### config.mk
export PLATFORM = sky130hd
export DESIGN_NAME = barrel_rotate_pipe
export DESIGN_NICKNAME = d
export VERILOG_FILES = /design/src/rtl/barrel_rotate_pipe.sv
export SDC_FILE = /design/constraint.sdc
export NUM_CORES = 1
export LEC_CHECK = 0
export ABC_AREA = 1
export CAP_MARGIN = 20
export CORE_MARGIN = 3
export CORE_UTILIZATION = 55
export DETAILED_ROUTE_END_ITERATION = 10
export GPL_TIMING_DRIVEN = 0
export PLACE_DENSITY = 0.79
export SYNTH_ARGS = -nofsm -noshare
export SYNTH_HDL_FRONTEND = slang
export SYNTH_SLANG_ARGS = --single-unit
### constraint.sdc
create_clock -name clk -period 3.8 [get_ports clk]
set_clock_uncertainty 0.15 [all_clocks]
set_input_delay 0.57 -clock clk [delete_from_list [all_inputs] [get_ports clk]]
set_output_delay 0.57 -clock clk [all_outputs]
set_load 0.02 [all_outputs]
### src/rtl/barrel_rotate_pipe.sv
// Pipelined rotate/shift unit: one 2^i step per stage, global stall on output backpressure.
// Shift amounts of WIDTH or more saturate SLL/SRA at the input; rotates wrap modulo WIDTH.
module barrel_rotate_pipe #(
    parameter int WIDTH = 32,
    parameter int AMT_W = 32
) (
    input  logic             clk,
    input  logic             rst_n,
    input  logic             in_valid,
    output logic             in_ready,
    input  logic [WIDTH-1:0] in_x,
    input  logic [AMT_W-1:0] in_k,
    input  logic [1:0]       in_op,
    output logic             out_valid,
    input  logic             out_ready,
    output logic [WIDTH-1:0] out_o,
    output logic             out_oob
);
    localparam int SHW = $clog2(WIDTH);

    localparam logic [1:0] OP_ROL = 2'b00;
    localparam logic [1:0] OP_ROR = 2'b01;
    localparam logic [1:0] OP_SLL = 2'b10;
    localparam logic [1:0] OP_SRA = 2'b11;

    logic             vld_q [SHW];
    logic [WIDTH-1:0] dat_q [SHW];
    logic [SHW-1:0]   amt_q [SHW];
    logic [1:0]       op_q  [SHW];
    logic             oob_q [SHW];

    logic             src_vld [SHW];
    logic [WIDTH-1:0] src_dat [SHW];
    logic [SHW-1:0]   src_amt [SHW];
    logic [1:0]       src_op  [SHW];
    logic             src_oob [SHW];
    logic [WIDTH-1:0] dat_d   [SHW];

    logic             advance;
    logic             in_oob;
    logic [WIDTH-1:0] in_dat;

    assign advance  = !out_valid || out_ready;
    assign in_ready = advance;

    generate
        if (AMT_W > SHW) begin : g_oob
            assign in_oob = |in_k[AMT_W-1:SHW];
        end else begin : g_no_oob
            assign in_oob = 1'b0;
        end
    endgenerate

    // Saturated shifts are resolved up front; later stages then shift 0 or all-sign words,
    // which leaves them unchanged.
    always_comb begin
        in_dat = in_x;
        if (in_oob && in_op == OP_SLL) begin
            in_dat = '0;
        end else if (in_oob && in_op == OP_SRA) begin
            in_dat = {WIDTH{in_x[WIDTH-1]}};
        end
    end

    function automatic logic [WIDTH-1:0] shift_by(input logic [WIDTH-1:0] d,
                                                  input logic [1:0] op, input int s);
        logic signed [WIDTH-1:0] ds;
        logic [WIDTH-1:0]        r;
        ds = d;
        r  = d;
        case (op)
            OP_ROL: r = (d << s) | (d >> (WIDTH - s));
            OP_ROR: r = (d >> s) | (d << (WIDTH - s));
            OP_SLL: r = d << s;
            OP_SRA: r = ds >>> s;
            default: r = d;
        endcase
        return r;
    endfunction

    always_comb begin
        src_vld[0] = in_valid;
        src_dat[0] = in_dat;
        src_amt[0] = in_k[SHW-1:0];
        src_op[0]  = in_op;
        src_oob[0] = in_oob;
        for (int i = 1; i < SHW; i++) begin
            src_vld[i] = vld_q[i-1];
            src_dat[i] = dat_q[i-1];
            src_amt[i] = amt_q[i-1];
            src_op[i]  = op_q[i-1];
            src_oob[i] = oob_q[i-1];
        end
        for (int i = 0; i < SHW; i++) begin
            dat_d[i] = src_amt[i][i] ? shift_by(src_dat[i], src_op[i], 1 << i) : src_dat[i];
        end
    end

    // Payload only loads with a valid slot, so bubbles never carry input junk to out_o.
    always_ff @(posedge clk or negedge rst_n) begin
        if (!rst_n) begin
            for (int i = 0; i < SHW; i++) begin
                vld_q[i] <= 1'b0;
                dat_q[i] <= '0;
                amt_q[i] <= '0;
                op_q[i]  <= '0;
                oob_q[i] <= 1'b0;
            end
        end else if (advance) begin
            for (int i = 0; i < SHW; i++) begin
                vld_q[i] <= src_vld[i];
                if (src_vld[i]) begin
                    dat_q[i] <= dat_d[i];
                    amt_q[i] <= src_amt[i];
                    op_q[i]  <= src_op[i];
                    oob_q[i] <= src_oob[i];
                end
            end
        end
    end

    assign out_valid = vld_q[SHW-1];
    assign out_o     = dat_q[SHW-1];
    assign out_oob   = oob_q[SHW-1];
endmodule

* Word level (Yosys, flattened, before mapping)
Cells that the tools add are included. Widths: inputs -> output; s select.
Storage, ports and cells: bits in registers 198, latch bits 0, memory bits (writable) 0, memory bits (read-only) 0, bits of input ports 70, memories 0
Operators by class: $add $sub $neg 0, multipliers 0, div/mod/pow operators 0, order comparisons 0, eq/ne operators 15, shift-type cells 0, mux-type cells 12, bitwise operators 9, reductions and logical operators 16
Operators by type and width (count):
- $pmux 32 s4 | 4
- $mux 32 | 6
- $pmux 32 s3 | 1
- $or 16x32->32 | 1
- $or 24x32->32 | 1
- $or 28x32->32 | 1
- $or 30x32->32 | 1
- $or 31x32->32 | 1
- $or 32x1->32 | 1
- $or 32x2->32 | 1
- $or 32x4->32 | 1
- $or 32x8->32 | 1
- $mux 31 | 1
- $reduce_or 27->1 | 1
- $eq 2x2->1 const B | 10
- $eq 2x1->1 const B | 5
- $logic_not 2->1 | 5
- $reduce_and 2->1 | 5
- $logic_and 1x1->1 | 2
- $reduce_or 2->1 | 1
- $logic_not 1->1 | 1
- $logic_or 1x1->1 | 1

* Logic depth before layout (Yosys ltp)
Gate-level depths: netlist of the first run.
depth in word-level cells 7, gate-level depth with buffers 14, mapped depth without buffers 13

* Worst setup path after synthesis of the first run
OpenSTA, ideal clock, no wires.
path type input-to-reg, start input port in_k[29], end register dat_q[155] (netlist name), arrival time 1.523 ns, slack 2.008 ns, cell stages on the path 13, path buffers 1, cells stage by stage inv_1 > nand2_1 > nor2_2 > nand2_1 > nor2_2 > nand2_4 > nand2_4 > buf_6 > nand2_1 > nand3_1 > nand2_1 > nand2_1 > a21oi_2
Between the ends: word-level cells in the longest chain between the ends 7, elaborated cells on any way between the ends 9, those cells by class mux (4); bitwise (2); reduce/logical (3)
Ends and longest elaborated chain:
- start: declaration | RTL line 12 | input logic [AMT_W-1:0] in_k,
- $reduce_or 27->1 (*) | RTL line 48 | assign in_oob = |in_k[AMT_W-1:SHW];
- $logic_and 1x1->1 | RTL line 60 | end else if (in_oob && in_op == OP_SRA) begin
- $mux 31 | RTL line 60
- $mux 32 (*) | RTL line 58 | if (in_oob && in_op == OP_SLL) begin
- $or 31x32->32 or $or 32x1->32 (tied branches) | RTL line 73, 72
- $pmux 32 s4 | RTL line 71 | case (op)
- $mux 32 (*) | RTL line 95 | dat_d[i] = src_amt[i][i] ? shift_by(src_dat[i], src_op[i], 1 << i) : src_dat[i];
- end signal: indexed assignment | RTL line 113 | dat_q[i] <= dat_d[i];
- end: declaration | RTL line 27 | logic [WIDTH-1:0] dat_q [SHW];
Every way passes the cells marked *; elsewhere a longest branch is shown, timed or not. A chain may end at the register's enable or synchronous reset.

* Worst setup path in the final report of the first run
start input port out_ready, end output port in_ready
Between the ends: word-level cells in the longest chain between the ends 1
Ends and longest elaborated chain:
- start: declaration | RTL line 15 | input logic out_ready,
- $logic_or 1x1->1 | RTL line 43 | assign advance = !out_valid || out_ready;
- end: declaration | RTL line 10 | output logic in_ready,
No other way between the ends.

==> results of run 1 <==
[power groups by stage]
stage	combinational (W)	sequential, W	clock (W)
global placement	0.00450	0.00366	0
floorplan	0.00315	0.00338	0
detailed placement	0.00458	0.00368	0
CTS	0.00462	0.00365	0.00175
finish	0.00469	0.00370	0.00174
global route	0.00520	0.00376	0.00182
[state kept, by name, indices dropped and copies added (netlist names)]
register   flops
op_q           8
out_oob        1
src_vld        4
oob_q          4
out_valid      1
out_o         32
amt_q         10
dat_q        128
[timing repair]
item                                    in CTS  in global routing
hold buffers                                 1                  0
endpoints found under the setup margin       0                  0
setup buffers                                0                  0
hold endpoints to repair                    17                  0
[through the flow]
step	util	power (W)
2_1_floorplan	-	0.00653
3_3_place_gp	0.638	0.00817
3_5_place_dp	0.640	0.00826
4_1_cts	0.670	0.0100
5_1_grt	0.670	0.0108
6_report	0.670	0.0101
[final timing paths]
| kind | from | endpoint | slack, ps | cells past startpoint |
|---|---|---|---|---|
| setup / recovery | out_ready | in_ready | 1210 | 4 |
| hold / removal | oob_q[3] | oob_q[3] | 330 | 2 |
| setup reg to reg | amt_q[13] | dat_q[47] | 1640 | 6 |
| hold reg to reg | oob_q[3] | oob_q[3] | 330 | 2 |
| max in group asynchronous | rst_n | dat_q[117] | 2010 | 3 |
| min in group asynchronous | rst_n | out_o[0] | 540 | 2 |
[critical path, stage by stage]
cell	delay (ps)
clkdlybuf4s50_1	500
nor2_4	70
inv_2	110
clkdlybuf4s50_1	620
[cell type report]
cell class                 count  area (um^2)
multi-input combinational    959         4670
clock buffer                  21          450
tap                          260          325
inverter                     159          597
clock inverter                 9          114
sequential                   188         4700
buffer                       131          737
fill                        1664         6230
timing repair buffer         105         1070
[metal layers]
metal | global-route usage | wire length, um | vias up
li1 | - | - | 5024
met1 | 0.343 | 12400 | 4793
met2 | 0.578 | 17300 | 509
met3 | 0.0427 | 1640 | 124
met4 | 0.200 | 2130 | 0
met5 | 0 | 0 | -
[cell usage in the layout (no fill, tap or decap), types with 36 or more instances in the layout]
cell type        count
nand2_1            280
buf_4               36
clkbuf_1            71
a21oi_1            238
dfrtp_1            188
nor2_1             105
inv_1              147
clkdlybuf4s50_1    102
a22oi_1             46
nand3_1             90
o21ai_0            127
[cells by family after synthesis]
| family | count (synthesis) |
|---|---|
| AND/OR/NAND/NOR | 489 |
| flip-flops | 188 |
| AO/OA/AOI/OAI | 470 |
| buffers and inverters | 290 |
==> results.json, run 1 <==
{
  "final.min_clock_period_ps": 2590,
  "synth_top_family_by_area": "compound AO/OA/AOI/OAI gates",
  "setup_violations": 0,
  "synthesized_area_fraction_occupied_by_adder_cells": 0,
  "maxSlewViolCount": 0,
  "critPathRequiredTime_ps": 3080,
  "synth-simple-area-share": 0.187,
  "grt_overflow": 0,
  "critPathLaunchType": "primary input",
  "routed_wl_um": 33400,
  "synth_sequential_area_ratio": 0.440,
  "vias": 10450,
  "number_of_synthesized_flops_with_an_enable_pin": 0,
  "synthDominantAreaCellType": "dfrtp_1",
  "sequentialPowerShare": 0.365,
  "pin_count_of_the_biggest_net_entering_global_routing": 107,
  "remaining_drc_errors": 0,
  "cts_num_sinks": 188,
  "synth_compound_gate_area_share": 0.248,
  "nNetsFinal": 1631,
  "first_global_vias": 10232,
  "synth.most_common_cell": "nand2_1",
  "track_usage": 0.315,
  "dieWidth_um": 146,
  "std_cell_rows": 50,
  "setup_repair_after_global_routing_missed_its_margin": "no",
  "syn_nets": 1507,
  "drive_gt1_frac": 0.0751,
  "static_leakage_nw": 5.89,
  "dpl_cell_area_um2": 12100,
  "fin_tns_setup_ps": 0,
  "worst_slew_margin_rel": 0.541,
  "pin_count": 105,
  "fin_area_um2": 12700,
  "wire_length_of_the_first_global_routing_pass_um": 53700,
  "power_report.internal_total_w": 0.00561,
  "postRouteAntennaNets": 0,
  "cts_tree": "yes",
  "p_sw_w": 0.00452,
  "synth_mux_area_frac": 0,
  "post_synth_most_frequent_cells": "nand2_1 (280), a21oi_1 (238), dfrtp_1 (188), inv_1 (147), o21ai_0 (127)",
  "num_antenna_cells": 0,
  "final_cycle_share": 0.681,
  "yosys.area_share.xor_xnor": 0,
  "cp_data_arrival_time_ps": 1870,
  "min_path_type": "register to register",
  "final_cells": 1832,
  "ctsLongestPathBuffers": 2,
  "die_area_um2": 21200,
  "routabilityCongestion": 1.04,
  "combinational_fraction_of_design_power": 0.463,
  "cap_violations": 0,
  "finalHoldWorstSlack_ps": 326,
  "worst_ir_drop_vdd_mv": 0.338,
  "cts_root_buffer": "clkbuf_16",
  "grt_antenna_before_repair": 0,
  "floorplan.die.height_um": 146,
  "postSynth.asyncResetShare": 1.00,
  "cts_bufs_inserted": 17,
  "post_synth_instance_area_um2": 10700,
  "synthesis.area_per_instance_um2": 7.45,
  "post-place-cells": 1801,
  "cts_resized": 0,
  "htreeDepth": 4,
  "clock_latency_ps": 440,
  "post_synth_main_area_contributors": "dfrtp_1 (44%), a21oi_1 (11%), nand2_1 (9.8%)",
  "clock_power_share": 0.172,
  "routed_wire_length_per_instance_um": 18.2,
  "crit_fanout": 7,
  "cp-end-kind": "output pin",
  "synthCells": 1437,
  "floorplan.initialDensity": 0.567,
  "synth_flop_cell": "dfrtp_1",
  "area_of_the_core_region_um2": 18900,
  "clock_transition_at_the_register_clock_pins_on_the_worst_setup_and_hold_paths_after_cts_ps": 60,
  "fmax_mhz": 386,
  "dp_slack_ps": 1160,
  "number_of_flip_flops_and_latches_in_the_synthesized_netlist": 188,
  "layout_setup_ws_ps": 1210,
  "route.detailed.vias_per_inst": 5.70,
  "swShare": 0.446,
  "number_of_drc_markers_after_the_initial_detailed_route_iteration": 1137,
  "synth_cell_type_count": 33,
  "post-dp-hpwl_um": 26100,
  "synth_warnings": 0,
  "run_status": "finished clean",
  "timing.setup.critical_path_class": "primary input to output pin",
  "area_growth_syn_to_layout_pct": 18.3,
  "port-buffer-count": 103,
  "max_slew.worst_pin.slew_ps": 684,
  "power.density_nw_per_um2": 800,
  "post-synth-top-area-fraction": 0.440,
  "report.final.hold_viol_count": 0,
  "first_pass_iteration_count_of_the_detailed_router": 6
}
No activity file was read; power rests on OpenSTA's default activity.
==> run 2, diff against run 1 <==
- clock period: 3.8 -> 2.6 ns (I/O delays scaled with it)
==> results.json, run 2 (synthesis gave the netlist of run 1 again) <==
{
  "static_leakage_nw": 5.89,
  "postLayoutCoreUtil": 0.670,
  "remaining_drc_errors": 0,
  "pin_count": 105,
  "worst_ir_drop_vdd_mv": 0.493,
  "floorplan.die.height_um": 146,
  "cts_root_buffer": "clkbuf_16",
  "holdPathStages": 5,
  "fmax_mhz": 446,
  "vias": 10418,
  "nNetsFinal": 1631,
  "largest-register": "dat_q",
  "timing.reg2reg.setup_slack_ps": 460,
  "track_usage": 0.315,
  "wire_length_of_the_first_global_routing_pass_um": 53700,
  "drive_gt1_frac": 0.0751,
  "setup_violations": 0,
  "area_growth_syn_to_layout_pct": 18.3,
  "final.min_clock_period_ps": 2240,
  "num_antenna_cells": 0,
  "finalHoldWorstSlack_ps": 306,
  "cp-end-kind": "output pin",
  "area_of_the_core_region_um2": 18900,
  "critPathRequiredTime_ps": 2060,
  "setup_repair_after_global_routing_missed_its_margin": "no",
  "ctsLongestPathBuffers": 2,
  "final_cells": 1832,
  "post_layout_total_power_w": 0.0148,
  "number_of_drc_markers_after_the_initial_detailed_route_iteration": 1194,
  "cts_bufs_inserted": 17,
  "timing.setup.critical_path_class": "register to output pin",
  "postRouteAntennaNets": 0,
  "hp-start": "in_op[0]",
  "final_cycle_share": 0.863,
  "die_area_um2": 21200,
  "std_cell_rows": 50,
  "reg2reg_to": "dat_q[47]",
  "grt_overflow": 0,
  "cap_violations": 0,
  "run_status": "finished clean",
  "report.final.hold_viol_count": 0,
  "crit_fanout": 7,
  "clock_latency_ps": 430,
  "first_global_vias": 10224,
  "post-dp-hpwl_um": 26100,
  "critPathLaunchType": "register",
  "fillerInstances": 1664,
  "reg_to_reg_start": "amt_q[13]",
  "r2r.worst_path.cells": 6,
  "largest_register_ff_count": 128,
  "routed_wire_length_per_instance_um": 18.2,
  "max_slew.worst_pin.slew_ps": 701,
  "clock_transition_at_the_register_clock_pins_on_the_worst_setup_and_hold_paths_after_cts_ps": 60,
  "maxSlewViolCount": 0,
  "routed_wl_um": 33400,
  "first_pass_iteration_count_of_the_detailed_router": 6,
  "cts_num_sinks": 188,
  "dieWidth_um": 146,
  "final_common_cell": "nand2_1",
  "post-place-cells": 1801,
  "port-buffer-count": 103,
  "layout.cells.most_common_list": "nand2_1 (280), a21oi_1 (238), dfrtp_1 (188), inv_1 (147), o21ai_0 (127)",
  "worst_slew_margin_rel": 0.530,
  "crit_start": "out_valid",
  "power.density_nw_per_um2": 1170,
  "cp_data_arrival_time_ps": 1700,
  "routabilityCongestion": 1.04,
  "route.detailed.vias_per_inst": 5.69,
  "dpl_cell_area_um2": 12100,
  "fin_area_um2": 12700,
  "grt_antenna_before_repair": 0,
  "pin_count_of_the_biggest_net_entering_global_routing": 107,
  "floorplan.initialDensity": 0.567,
  "cts_tree": "yes",
  "min_path_type": "primary input to register",
  "worstHoldEndpoint": "dat_q[159]",
  "htreeDepth": 4
}
-- run 2: stage by stage --
stage	TNS [ps]	setup WS (ps)
3_3_place_gp	-1179640	-6300
5_1_grt	0	262
3_5_place_dp	0	143
4_1_cts	0	339
2_1_floorplan	0	918
6_report	0	356
-- run 2: layer usage --
| layer | share of wire | vias to the layer above | wire, um | GRT usage |
|---|---|---|---|---|
| li1 | - | 5026 | - | - |
| met1 | 0.37 | 4760 | 12400 | 0.343 |
| met2 | 0.52 | 516 | 17300 | 0.581 |
| met3 | 0.047 | 116 | 1580 | 0.0433 |
| met4 | 0.061 | 0 | 2030 | 0.193 |
| met5 | 0 | - | 0 | 0 |
-- run 2: repair_timing --
| action | CTS | global route |
|---|---|---|
| setup buffers | 0 | 0 |
| setup endpoints to repair | 0 | 0 |
| endpoints found under the hold margin | 82 | 0 |
| gates resized for setup | 0 | 0 |
| hold buffers | 1 | 0 |
-- run 2: area by class of cell --
cell class | instances | area [um^2] | share of cell area
Multi-Input combinational cell | 959 | 4670 | 0.368
Clock buffer | 21 | 450 | 0.0356
Sequential cell | 188 | 4700 | 0.371
Inverter | 159 | 597 | 0.0471
Timing Repair Buffer | 105 | 1070 | 0.0847
Tap cell | 260 | 325 | 0.0257
Clock inverter | 9 | 114 | 0.00899
Buffer | 131 | 737 | 0.0582
-- run 2: worst max-delay path by stage --
stage / endpoint / slack [ps] / cells after the start
floorplan: dat_q[155] / 920 / 9
global placement: dat_q[148] / -6300 / 1
detailed placement: dat_q[61] / 140 / 6
CTS: in_ready / 340 / 4
global route: dat_q[47] / 260 / 6
finish: in_ready / 360 / 4
-- run 2: worst max-delay path, stage by stage, from the launching register on --
cell,delay [ps]
dfrtp_1,390
inv_1,100
nor2_4,60
inv_2,110
clkdlybuf4s50_1,620
-- run 2: where the power goes --
group | internal, W | switching (W)
Sequential | 0.00425 | 0.00116
Combinational | 0.00251 | 0.00434
Clock | 0.00144 | 0.00111
Total | 0.00820 | 0.00661
==> run 3, diff against run 2 <==
- CORE_ASPECT_RATIO: unset -> 0.7
==> results.json, run 3 (synthesis gave the netlist of run 1 again) <==
{
  "run_status": "finished clean",
  "report.final.hold_viol_count": 0,
  "maxSlewViolCount": 0,
  "dieWidth_um": 173,
  "max_slew.worst_pin.slew_ps": 791,
  "pin_count": 105,
  "floorplan.initialDensity": 0.563,
  "critPathLaunchType": "register",
  "final_cycle_share": 0.905,
  "vias": 11159,
  "port-buffer-count": 103,
  "first_global_vias": 10048,
  "dpl_cell_area_um2": 12100,
  "clock_transition_at_the_register_clock_pins_on_the_worst_setup_and_hold_paths_after_cts_ps": 70,
  "wire_length_of_the_first_global_routing_pass_um": 56100,
  "number_of_post_cts_setup_repair_buffers": 0,
  "grt_overflow": 0,
  "fillerInstances": 1666,
  "area_of_the_core_region_um2": 19000,
  "postRouteAntennaNets": 0,
  "routabilityCongestion": 1.05,
  "r2r.worst_path.cells": 7,
  "track_usage": 0.342,
  "top_layer_used_by_detailed_routing": "met5",
  "power.density_nw_per_um2": 1210,
  "grt_antenna_before_repair": 1,
  "wl_met2_um": 13200,
  "holdPathStages": 5,
  "layout_setup_ws_ps": 248,
  "routed_wire_length_per_instance_um": 19.9,
  "fin_tns_setup_ps": 0,
  "die_area_um2": 21200,
  "worst_slew_margin_rel": 0.469,
  "static_leakage_nw": 5.91,
  "ctsLongestPathBuffers": 2,
  "largest_register_ff_count": 128,
  "htreeDepth": 4,
  "routed_wl_um": 36600,
  "first_pass_iteration_count_of_the_detailed_router": 7,
  "drive_gt1_frac": 0.0775,
  "finalHoldWorstSlack_ps": 272,
  "remaining_drc_errors": 0,
  "number_of_drc_markers_after_the_initial_detailed_route_iteration": 1675,
  "cts_root_buffer": "clkbuf_16",
  "timing.setup.critical_path_class": "register to register",
  "std_cell_rows": 42,
  "crit_start": "out_valid",
  "pin_count_of_the_biggest_net_entering_global_routing": 128,
  "critPathRequiredTime_ps": 2760,
  "cp-end-kind": "register",
  "post-dp-hpwl_um": 28500,
  "dp_slack_ps": -80.9,
  "worst_ir_drop_vdd_mv": 0.637,
  "setup_violations": 0,
  "route.detailed.vias_per_inst": 6.07,
  "largest-register": "dat_q",
  "cap_violations": 0,
  "cp_data_arrival_time_ps": 2520,
  "setup_repair_after_global_routing_missed_its_margin": "no",
  "dr_wl_met3_um": 6350,
  "floorplan.die.height_um": 123,
  "final_common_cell": "nand2_1",
  "cts_num_sinks": 188,
  "num_antenna_cells": 0,
  "hp-start": "in_op[0]",
  "area_growth_syn_to_layout_pct": 18.6,
  "nNetsFinal": 1631,
  "fmax_mhz": 425,
  "final.min_clock_period_ps": 2350,
  "reg_to_reg_start": "out_valid",
  "cts_bufs_inserted": 17,
  "post_layout_total_power_w": 0.0153,
  "min_path_type": "primary input to register",
  "clock_latency_ps": 450,
  "fin_area_um2": 12700,
  "crit_fanout": 10,
  "cts_tree": "yes",
  "layout.cells.most_common_list": "nand2_1 (280), a21oi_1 (238), dfrtp_1 (188), inv_1 (147), o21ai_0 (127)",
  "wl_met1_um": 16700
}
run 3: changes by cell type in the layout (fill, tap and decap cells not counted):
cell,before,now
clkinv_2,1,3
clkbuf_1,71,69
clkinv_4,1,2
inv_6,2,3
run 3: power breakdown:
group	switching [W]	internal (W)	total, W	leakage (nW)
combinational	0.00457	0.00251	0.00708	3.45
sequential	0.00133	0.00425	0.00557	2.18
clock	0.00120	0.00145	0.00265	0.280
total	0.00709	0.00821	0.0153	5.91
run 3: stage by stage:
stage	instances	utilization
2_1_floorplan	1437	-
3_3_place_gp	1804	0.634
3_5_place_dp	1805	0.636
4_1_cts	1838	0.667
5_1_grt	1838	0.667
6_report	1838	0.667
run 3: timing repair:
| item | CTS | global route |
|---|---|---|
| hold buffers | 1 | 0 |
| hold endpoints to repair | 61 | 0 |
| gates resized for setup | 0 | 0 |
run 3: final cells by class:
class / instances / area [um^2] / share of cell area
clock buffers: 19 / 443 / 0.0349
clock inverters: 13 / 141 / 0.0111
flip-flops and latches: 188 / 4700 / 0.371
repair buffers: 105 / 1070 / 0.0846
well taps: 264 / 330 / 0.0260
inverters: 159 / 597 / 0.0470
plain buffers: 131 / 737 / 0.0581
multi-input cells: 959 / 4670 / 0.368
run 3: final timing paths:
path	to	slack [ps]
worst min register to register	out_valid	330
min in group asynchronous	out_o[3]	310
worst max-delay path	dat_q[47]	250
worst min-delay path	dat_q[159]	270
worst max register to register	dat_q[47]	250
max in group asynchronous	dat_q[120]	1000
run 3: critical path, stage by stage (launching register included):
cell and delay [ps]:
dfrtp_1 380, inv_1 90, nor2_4 60, nor2_1 360
clkinv_1 350, clkbuf_1 330, a21oi_1 380, a21oi_1 110
run 3: per-layer routing:
layer | vias to the layer above | GRT usage
met5 | - | 0
met3 | 43 | 0.174
li1 | 5001 | -
met4 | 2 | 0.0486
met2 | 752 | 0.416
met1 | 5361 | 0.536
